File: config.mk
export PLATFORM = sky130hd
export DESIGN_NAME = eth_mac_extract_flat
export DESIGN_NICKNAME = d
export VERILOG_FILES = /design/src/rtl/eth_mac_extract_if.sv /design/src/rtl/eth_mac_extract.sv /design/src/flat_wrapper.sv
export SDC_FILE = /design/constraint.sdc
export NUM_CORES = 1
export LEC_CHECK = 0
export BUFFER_PORTS_ARGS = -buffer_cell sky130_fd_sc_hd__buf_4
export CORE_MARGIN = 2
export CORE_UTILIZATION = 40
export CTS_BUF_LIST = sky130_fd_sc_hd__clkbuf_4 sky130_fd_sc_hd__clkbuf_8 sky130_fd_sc_hd__clkbuf_16
export CTS_CLUSTER_SIZE = 8
export DETAILED_ROUTE_END_ITERATION = 16
export PLACE_DENSITY = 0.61
export SLEW_MARGIN = 20
export SYNTH_ARGS = -nofsm -noshare
export SYNTH_HDL_FRONTEND = slang
export SYNTH_SLANG_ARGS = --single-unit
File: constraint.sdc
create_clock -name iclk -period 5.6 [get_ports iclk]
set_input_delay 0.56 -clock iclk [delete_from_list [all_inputs] [get_ports iclk]]
set_output_delay 0.56 -clock iclk [all_outputs]
set_load 0.01 [all_outputs]
File: src/rtl/eth_mac_extract_if.sv
// Byte-stream bundle between the frame receiver, the MAC extractor and the hasher.
// master drives the received frame bytes and observes results; slave is the extractor side.
interface eth_mac_extract_if #(
  parameter int pDATA_WIDTH = 8,
  parameter int pLEN_WIDTH  = 11
);
  logic [pDATA_WIDTH-1:0] idata;
  logic                   ivalid;
  logic                   isof;
  logic                   ieof;
  logic [pDATA_WIDTH-1:0] odata;
  logic                   ovalid;
  logic                   osel;
  logic                   olast;
  logic [pLEN_WIDTH-1:0]  oframe_len;
  logic                   olen_valid;
  logic                   oerr;

  modport master (
    output idata, ivalid, isof, ieof,
    input  odata, ovalid, osel, olast, oframe_len, olen_valid, oerr
  );

  modport slave (
    input  idata, ivalid, isof, ieof,
    output odata, ovalid, osel, olast, oframe_len, olen_valid, oerr
  );
endinterface

File: src/rtl/eth_mac_extract.sv
// Forwards the dst/src MAC bytes of each frame tagged by field, and reports frame length and malformed frames.
// One cycle from accepted byte to output; applies no backpressure, so every ovalid byte must be taken.
module eth_mac_extract #(
  parameter int pDATA_WIDTH = 8,
  parameter int pMAC_BYTES  = 6,
  parameter int pLEN_WIDTH  = 11
) (
  input  logic             iclk,
  input  logic             irst,
  eth_mac_extract_if.slave bus
);

  typedef enum logic [1:0] {IDLE, DST, SRC, PAYLOAD} state_t;

  localparam logic [pLEN_WIDTH-1:0] DST_LAST = pLEN_WIDTH'(pMAC_BYTES - 1);
  localparam logic [pLEN_WIDTH-1:0] SRC_LAST = pLEN_WIDTH'(2 * pMAC_BYTES - 1);
  localparam logic [pLEN_WIDTH-1:0] LEN_MAX  = '1;
  localparam logic [pLEN_WIDTH-1:0] LEN_ONE  = pLEN_WIDTH'(1);

  state_t                 state_q, state_d;
  logic [pLEN_WIDTH-1:0]  cnt_q, cnt_d, cnt_inc;
  logic [pDATA_WIDTH-1:0] odata_q, odata_d;
  logic                   ovalid_q, ovalid_d;
  logic                   osel_q, osel_d;
  logic                   olast_q, olast_d;
  logic [pLEN_WIDTH-1:0]  len_q, len_d;
  logic                   len_vld_q, len_vld_d;
  logic                   err_q, err_d;

  always_comb begin
    state_d   = state_q;
    cnt_d     = cnt_q;
    odata_d   = odata_q;
    osel_d    = osel_q;
    ovalid_d  = 1'b0;
    olast_d   = 1'b0;
    len_d     = len_q;
    len_vld_d = 1'b0;
    err_d     = 1'b0;
    cnt_inc   = (cnt_q == LEN_MAX) ? cnt_q : cnt_q + 1'b1;

    if (bus.ivalid) begin
      if (bus.isof) begin
        // A start while a frame is open means the old frame was truncated.
        err_d    = (state_q != IDLE);
        odata_d  = bus.idata;
        ovalid_d = 1'b1;
        osel_d   = 1'b0;
        cnt_d    = LEN_ONE;
        state_d  = DST;
        if (bus.ieof) begin
          err_d     = 1'b1;
          len_vld_d = 1'b1;
          len_d     = LEN_ONE;
          state_d   = IDLE;
        end
      end else begin
        case (state_q)
          IDLE: begin
            state_d = IDLE;
          end
          DST, SRC: begin
            odata_d  = bus.idata;
            ovalid_d = 1'b1;
            osel_d   = (state_q == SRC);
            cnt_d    = cnt_inc;
            olast_d  = (state_q == DST) ? (cnt_q == DST_LAST) : (cnt_q == SRC_LAST);
            if (state_q == DST && cnt_q == DST_LAST) state_d = SRC;
            if (state_q == SRC && cnt_q == SRC_LAST) state_d = PAYLOAD;
            if (bus.ieof) begin
              // Ending anywhere before the last source byte is a runt.
              len_vld_d = 1'b1;
              len_d     = cnt_inc;
              err_d     = !(state_q == SRC && cnt_q == SRC_LAST);
              state_d   = IDLE;
            end
          end
          PAYLOAD: begin
            cnt_d = cnt_inc;
            if (bus.ieof) begin
              len_vld_d = 1'b1;
              len_d     = cnt_inc;
              state_d   = IDLE;
            end
          end
          default: state_d = IDLE;
        endcase
      end
    end
  end

  always_ff @(posedge iclk or posedge irst) begin
    if (irst) begin
      state_q   <= IDLE;
      cnt_q     <= '0;
      odata_q   <= '0;
      ovalid_q  <= 1'b0;
      osel_q    <= 1'b0;
      olast_q   <= 1'b0;
      len_q     <= '0;
      len_vld_q <= 1'b0;
      err_q     <= 1'b0;
    end else begin
      state_q   <= state_d;
      cnt_q     <= cnt_d;
      odata_q   <= odata_d;
      ovalid_q  <= ovalid_d;
      osel_q    <= osel_d;
      olast_q   <= olast_d;
      len_q     <= len_d;
      len_vld_q <= len_vld_d;
      err_q     <= err_d;
    end
  end

  assign bus.odata      = odata_q;
  assign bus.ovalid     = ovalid_q;
  assign bus.osel       = osel_q;
  assign bus.olast      = olast_q;
  assign bus.oframe_len = len_q;
  assign bus.olen_valid = len_vld_q;
  assign bus.oerr       = err_q;

endmodule

File: src/flat_wrapper.sv
// flat-port wrapper written by rule: the top's interface ports become plain ports
module eth_mac_extract_flat 
#(
  parameter int pDATA_WIDTH = 8,
  parameter int pMAC_BYTES  = 6,
  parameter int pLEN_WIDTH  = 11
)
  (iclk, irst, bus_idata, bus_ivalid, bus_isof, bus_ieof, bus_odata, bus_ovalid, bus_osel, bus_olast, bus_oframe_len, bus_olen_valid, bus_oerr);
  eth_mac_extract_if #(.pDATA_WIDTH(pDATA_WIDTH), .pLEN_WIDTH(pLEN_WIDTH)) bus_i ();
  input  logic iclk;
  input  logic irst;
  input wire logic [$bits(bus_i.idata)-1:0] bus_idata;
  input wire logic [$bits(bus_i.ivalid)-1:0] bus_ivalid;
  input wire logic [$bits(bus_i.isof)-1:0] bus_isof;
  input wire logic [$bits(bus_i.ieof)-1:0] bus_ieof;
  output wire logic [$bits(bus_i.odata)-1:0] bus_odata;
  output wire logic [$bits(bus_i.ovalid)-1:0] bus_ovalid;
  output wire logic [$bits(bus_i.osel)-1:0] bus_osel;
  output wire logic [$bits(bus_i.olast)-1:0] bus_olast;
  output wire logic [$bits(bus_i.oframe_len)-1:0] bus_oframe_len;
  output wire logic [$bits(bus_i.olen_valid)-1:0] bus_olen_valid;
  output wire logic [$bits(bus_i.oerr)-1:0] bus_oerr;
  assign bus_i.idata = bus_idata;
  assign bus_i.ivalid = bus_ivalid;
  assign bus_i.isof = bus_isof;
  assign bus_i.ieof = bus_ieof;
  assign bus_odata = bus_i.odata;
  assign bus_ovalid = bus_i.ovalid;
  assign bus_osel = bus_i.osel;
  assign bus_olast = bus_i.olast;
  assign bus_oframe_len = bus_i.oframe_len;
  assign bus_olen_valid = bus_i.olen_valid;
  assign bus_oerr = bus_i.oerr;
  eth_mac_extract #(.pDATA_WIDTH(pDATA_WIDTH), .pMAC_BYTES(pMAC_BYTES), .pLEN_WIDTH(pLEN_WIDTH)) u_core (.iclk(iclk), .irst(irst), .bus(bus_i));
endmodule
# Word-level counts from Yosys, hierarchy flattened
# Cells that the tools add are included.
# totals
regBits	37
input_bits	13
# classes
addsub	1
n_eq_ne	8
mux	34
reduce_logical	13
# ops
op	count
two-way mux 11 bit	7
two-way mux 1 bit	19
two-way mux 8 bit	2
adder 11 x 1 -> 11 bit, second input constant	1
equality test 11 bit, second input constant	1
equality test 11 x 3 -> 1 bit, second input constant	1
equality test 11 x 4 -> 1 bit, second input constant	1
two-way mux 2 bit	5
case mux 2 bit (3 select lines)	1
AND reduction 3 bit	2
nonzero test 2 bit	3
!= test 5 x 3 -> 1 bit, second input constant	1
equality test 2 bit, second input constant	2
AND reduction 2 bit	2
!= test 3 bit, second input constant	1
OR reduction 3 bit	1
equality test 2 x 1 -> 1 bit, second input constant	1
logical AND 1 bit	2
logical NOT 2 bit	1
OR reduction 2 bit	1
logical NOT 1 bit	1

# Longest topological paths before layout
# Gate-level depths: netlist (run 1).
# depth
ltp_word	7
mapped_depth	7
ltp_nobuf	7

# Worst setup path before layout (run 1)
# OpenSTA, ideal clock, no wires.
# synth_timing
path_type	reg-to-reg
from	reg u_core.state_q[0]
to	reg u_core.odata_q[0], in the netlist u_core.bus.odata[0]
setup_time_ps	125
arrival_ps	1689
path_slack_ps	3786
stages_incl_launch_ff	5
n_path_buf	0
synth_period_minus_slack_ps	1814
cell_sequence	dfrtp_1 inv_1 ha_1 o21ai_1 mux2_2
# synth_via
elab_chain_len	4
elab_cells_between_ends	5
# synth_lines
element	line	source
from (decl)	eth_mac_extract.sv:20	state_t state_q, state_d;
from (signal assigned)	eth_mac_extract.sv:104	state_q <= state_d;
equality test 2 bit / equality test 2 x 1 -> 1 bit (equally long branches)	eth_mac_extract.sv:58	case (state_q)
OR reduction 2 bit (*)	eth_mac_extract.sv:58	
nonzero test 2 bit (no source line) (*)	n/a	
AND reduction 2 bit (no source line) (*)	n/a	
to (signal assigned)	eth_mac_extract.sv:106	odata_q <= odata_d;
to (decl)	eth_mac_extract.sv:22	logic [pDATA_WIDTH-1:0] odata_q, odata_d;
# Every way passes the cells marked *; elsewhere a longest branch is shown, timed or not.
# A chain may end at the register's enable or synchronous reset.

# Worst setup path in the final report (run 1)
# layout_timing
from	reg u_core.state_q[0]
to	reg u_core.odata_q[1], in the netlist u_core.bus.odata[1]
# Same word-level chain as after synthesis.

==> results.ini, run 1 <==
[flow_run]
maxCapViolCount=0

[sta]
timing.final.max_slew_violations=0
hold_ws_ns=0.3775
worst_pin_slew_ns=0.8150
finalHoldViolCount=0
setup_viol=0
rsz0062_at_grt=false
relSlewSlack_pct=45.30
fin_worst_skew_ns=0.002781
post-route-period-util_pct=36.73
finalCriticalPeriod_ns=2.057
max_freq_ghz=0.4861
tns_ns=0

[global_route]
met1_usage_pct=22.77
grtUsageMet3_pct=4.252
grt_max_degree=38
grt_pass1_vias=1543
grt_first_pass_wirelength_um=7189
grt_use_met2_pct=27.68
grt_antenna_before_repair=0
grt_usage_pct=17.17
grt-ovfl-total=0
gr-max-usage-layer=met2

[logic_synthesis]
ys_async_sr_fraction_pct=100.0
netlist_instances=190
synth_nets=210
ys.flop_type=dfrtp_1
yosysWarnings=0
syn_area_per_cell_um2=10.21
ys_seq_area_share_pct=47.71
synth.distinct_cells=49
syn-cell-area_um2=1941
synth-seq-cells=37
synth_edf_count=0

[pwr]
vdd_drop_max_uv=149.9
total_power_uw=864.2
power.density_nw_per_um2=361.1
intPower_uw=603.5
p_clk_share_pct=32.5
p_switching_uw=260.7
seq_power_share_pct=41.1
combPwrFrac_pct=26.4
power.switching_fraction_pct=30.16
total_leakage_power_nw=1.137

[min_path]
worst_hold_path_type=in -> async

[placed_design]
finalWeightedCongestion=0.8596
port_buffers=36
dp_hpwl_um=3071

[finish]
final_common_cell=buf_4
nets=247
fillCellCount=438
register_area_um2=925.9
post-route-util_pct=51.01
area_delta_synth_final_pct=23.34
antenna_cells=0
drive_above_1_share_pct=27.63
multi_input_area_um2=924.6
final_cell_mix=buf_4 (39), dfrtp_1 (37), o21ai_0 (15)

[route]
num_vias=1590
vias_per_cell=5.638
first_iter_violations=101
dr.pass1.iters=4
route.antenna.remaining_nets=0
drc=0
routed_wl_um=4387
wl_per_cell_um=15.56

[cts]
clkSinkCount=37
htree_levels=2
path_clk_slew_ns=0.08
hold_buffers=0
clock_latency_ns=0.29
cts_tree=done
cts_resized=0
root_buffer=clkbuf_8
cts_buffer_depth=2
post_cts_buffers=0
cts_buffers=5

[floorplanning]
die_width_um=73.65
start_util_pct=41.36
io_pins=37
core_area_um2=4692
fp.dieH_um=73.65
dieArea_um2=5424
rows=25

[setup_path]
worst-endpoint-arrival_ns=2.24
critPathBufInv=1
path_max_fanout=10
cpPeakStageDelay_ns=0.66
path_delay_family=compound AO/OA/AOI/OAI gates
critPathKind=reg -> reg
cp.required_ns=5.78
start_kind=flip-flop
cp-end-kind=flip-flop
cp_cell_sequence=inv_1, ha_1, o21ai_1, mux2_2
critical_path.slowest_cell=o21ai_1

[run_status]
status=finished clean

## per-layer routing
metal | vias up | routed length [um] | share of wire [%]
li1 | 775 | - | -
met3 | 6 | 250 | 5.7
met5 | - | 0 | 0
met4 | 0 | 49 | 1.1
met2 | 49 | 2067 | 47
met1 | 760 | 2019 | 46
## worst paths after layout
kind,startpoint,to,slack (ns),cells past startpoint
worst max-delay path,u_core.state_q[0],u_core.bus.odata[1],3.54,4
worst min-delay path,irst,u_core.bus.oframe_len[4],0.38,3
worst max register to register,u_core.state_q[0],u_core.bus.odata[1],3.54,4
worst min register to register,u_core.bus.oframe_len[5],u_core.bus.oframe_len[5],0.49,2
max in group asynchronous,irst,u_core.bus.oframe_len[2],4.89,3
min in group iclk,u_core.bus.oframe_len[5],u_core.bus.oframe_len[5],0.49,2
## layout make-up
type / count / share of cell area [%]
clock buffer: 5 / 2.875
clock inverter: 3 / 2.875
inverter: 12 / 1.882
multi-input combinational: 132 / 38.63
sequential: 37 / 38.68
tap: 54 / 2.823
timing repair buffer: 39 / 12.23
## per-stage QoR
stage / setup slack, ns / instance area [um^2] / std cells
floorplan: 3.786 / 1941 / 190
global placement: 3.573 / 2256 / 274
detailed placement: 3.550 / 2256 / 274
CTS: 3.540 / 2394 / 282
global route: 3.392 / 2394 / 282
finish: 3.543 / 2394 / 282
## Yosys cell counts (3+ instances only)
cell	instances	area, um^2
mux2_2	9	101.4
a31oi_1	5	31.28
nor3_1	4	20.02
a211o_1	3	26.28
o21ai_0	15	75.07
nor2_1	8	30.03
nand2_1	13	48.80
a21oi_1	12	60.06
and3_1	3	18.77
dfrtp_1	37	925.9
nand3_1	6	30.03
inv_1	12	45.04
clkbuf_1	6	22.52
mux2i_1	3	30.03
ha_1	7	87.58
a22o_1	5	43.79
and2_1	3	18.77
## state kept, by name, indices dropped and copies added (netlist names)
signal / flops
u_core.bus.oerr: 1
u_core.bus.osel: 1
u_core.bus.olast: 1
u_core.bus.ovalid: 1
u_core.bus.odata: 8
u_core.bus.olen_valid: 1
u_core.state_q: 2
u_core.cnt_q: 11
u_core.bus.oframe_len: 11
## power groups by stage
stage	clock, mW	sequential, mW	combinational, mW
2_1_floorplan	0	0.361	0.131
3_3_place_gp	0	0.359	0.227
3_5_place_dp	0	0.361	0.228
4_1_cts	0.286	0.355	0.230
5_1_grt	0.296	0.362	0.253
6_report	0.281	0.355	0.228
## worst min-delay path, stage by stage
cell and delay, ns:
buf_4 0.11, inv_1 0.04, buf_4 0.40
## kinds of logic after synthesis
| logic type | Yosys count | share of synthesized area [%] |
|---|---|---|
| AOI/OAI and AO/OA | 59 | 20.70 |
| xor gates and xnor gates | 2 | 0.9028 |
| adders and majority gates | 7 | 4.513 |
| buffers and inverters | 21 | 4.642 |
| DFF | 37 | 47.71 |
| muxes | 12 | 6.770 |
| and+or+nand+nor | 52 | 14.77 |
(Power assumes the default switching activity.)
==> run 2, diff against run 1 <==
Settings changed: ABC_AREA set to 1.
Clock period 5.6 ns to 2.1 ns, I/O delays scaled along.
==> run 2 against run 1 <==
  * Global-route usage down 0.12 points
  * Cell area down 2.0%
  * Critical path depth up 3
  * Setup slack worse by 3.1 ns
  * Synthesized cell count up 26%
  * Via count up 3.0%
  * Maximum frequency up 23%
  * Highest routed layer unchanged
  * Largest power group unchanged
  * Clock skew up 0.0019 ns
  * Power up 93%
  * Worst hold slack worse by 0.35 ns
  * Routed wire length down 4.5%
  * Flip-flop and latch count unchanged
==> results.ini, run 2 <==
[run_status]
status=finished clean

[setup_path]
critPathKind=reg -> reg
timing.rr.end=u_core.cnt_q[8]
rr_startpoint=u_core.cnt_q[0]
start_kind=flip-flop
cp-end-kind=flip-flop
cp-endpoint=u_core.cnt_q[8]
cp.required_ns=2.27
reg2reg_depth=7
regToRegSetupSlack_ns=0.43
path_max_fanout=6
cp-startpoint=u_core.cnt_q[0]
worst-endpoint-arrival_ns=1.84

[floorplanning]
die_width_um=73.34
start_util_pct=40.99
rows=25
io_pins=37
core_area_um2=4692
fp.dieH_um=73.34
dieArea_um2=5378

[placed_design]
place_area_um2=2260
port_buffers=36
dpl.cell_count=328
finalWeightedCongestion=0.8222
dp_hpwl_um=3001
pre_cts_slack_ns=0.3995

[finish]
antenna_cells=0
fin_cells=336
drive_above_1_share_pct=21.63
register_area_um2=925.9
final_common_cell=nand2_1
multi_input_area_um2=848.3
fillCellCount=484
area_delta_synth_final_pct=21.99
final_cell_mix=nand2_1 (75), buf_4 (39), dfrtp_1 (37)
finalInstanceArea_um2=2346
post-route-util_pct=50.00
nets=301

[sta]
worst_pin_slew_ns=0.4757
relSlewSlack_pct=68.28
finalCriticalPeriod_ns=1.666
rsz0062_at_grt=false
setup_ws_ns=0.4335
finalHoldViolCount=0
setup_viol=0
max_freq_ghz=0.6001
post-route-period-util_pct=79.36
fin_worst_skew_ns=0.004708
timing.final.max_slew_violations=0
tns_ns=0

[logic_synthesis]
synth_edf_count=0
synthTopCellsByCount=nand2_1 (75), dfrtp_1 (37), nand3_1 (35)
yosysWarnings=0
synth_nets=259
synth_area_leader_cell=dfrtp_1
ys_seq_area_share_pct=48.15
synth-adder-area-share_pct=4.554
synth_top_family_by_area=simple AND/OR/NAND/NOR gates
yosysMostFrequentCell=nand2_1
post_synth_xor_area_fraction_pct=0.4554
yosys.area.top_type_share_pct=48.15
netlist_instances=239
synth_simple_gate_area_share_pct=31.55
synth_compound_area_share_pct=7.547
syn_area_per_cell_um2=8.046
synth.distinct_cells=22
ys_async_sr_fraction_pct=100.0
muxShareOfSynthArea_pct=0
synth-seq-cells=37
synthTopCellsByArea=dfrtp_1 (48%), nand2_1 (15%), nand3_1 (9.1%)
syn-cell-area_um2=1923
ys.flop_type=dfrtp_1

[global_route]
grt_max_degree=38
grt-ovfl-total=0
grt_antenna_before_repair=0
grt_first_pass_wirelength_um=6955
grt_usage_pct=17.05
grt_pass1_vias=1494

[cts]
clkSinkCount=37
cts_buffer_depth=2
hold_buffers=0
cts_tree=done
htree_levels=2
post_cts_buffers=0
cts_buffers=5
path_clk_slew_ns=0.08
root_buffer=clkbuf_8
clock_latency_ns=0.29
cts_resized=0

[route]
vias_per_cell=4.875
drc=0
routed_wl_um=4191
num_vias=1638
route.antenna.remaining_nets=0
first_iter_violations=84
dr.pass1.iters=4
wl_per_cell_um=12.47

[pwr]
total_leakage_power_nw=1.229
power.density_nw_per_um2=709.2
vdd_drop_max_uv=248.2

[flow_run]
maxCapViolCount=0

[min_path]
worst_hold_path_type=in -> async

==> run 2: cell types whose count changed after synthesis, moves of 8 or more <==
| cell | delta |
|---|---|
| inv_1 | +14 |
| nand2_1 | +62 |
| nand3_1 | +29 |
| mux2_2 | -9 |
| a21oi_1 | -8 |
==> run 2: how the worst min path moves through the flow <==
stage | startpoint | to | slack [ns]
after floorplan | bus_idata[0] | u_core.bus.odata[0] | 0.33
after global placement | irst | u_core.bus.ovalid | 0.36
after detailed placement | irst | u_core.bus.ovalid | 0.36
after CTS | irst | u_core.bus.odata[3] | 0.05
after global routing | irst | u_core.cnt_q[3] | 0.07
final | irst | u_core.bus.oframe_len[2] | 0.03
==> run 2: routing by layer <==
metal | track usage, % | up-vias | share of wire [%]
met5 | 0 | - | 0
met4 | 8.687 | 0 | 2.2
met3 | 3.704 | 8 | 3.8
met2 | 24.52 | 38 | 44
met1 | 24.07 | 745 | 50
li1 | - | 847 | -
==> run 2: per-stage QoR <==
stage	hold slack [ns]	power (mW)
3_3_place_gp	0.3598	1.178
5_1_grt	0.07002	1.773
2_1_floorplan	0.3267	1.035
6_report	0.03230	1.664
3_5_place_dp	0.3606	1.179
4_1_cts	0.04846	1.686
==> run 2: power breakdown <==
group	internal [mW]	switching (mW)
Combinational	0.147	0.193
Sequential	0.777	0.0464
Clock	0.243	0.257
==> run 2: area by class of cell <==
cell class                      count  share of cell area [%]
Sequential cell                    37                   39.47
Multi-Input combinational cell    166                   36.16
Timing Repair Buffer               39                   12.48
Inverter                           32                   5.333
Clock buffer                        6                   3.253
Tap cell                           54                   2.880
Clock inverter                      2                  0.4267
==> run 2: critical path, stage by stage (launching register included) <==
cell and delay (ns):
dfrtp_1 0.43, ha_1 0.24, nand2_1 0.08, inv_1 0.15, nand3_4 0.11, xor2_1 0.15
o21ai_0 0.25, o21ai_0 0.12
==> run 2: cells by family after synthesis <==
| kind of cell | Yosys count |
|---|---|
| compound gates | 26 |
| xor+xnor | 1 |
| fa+ha+maj | 7 |
| buf+inv | 36 |
| flops | 37 |
| simple gates | 132 |
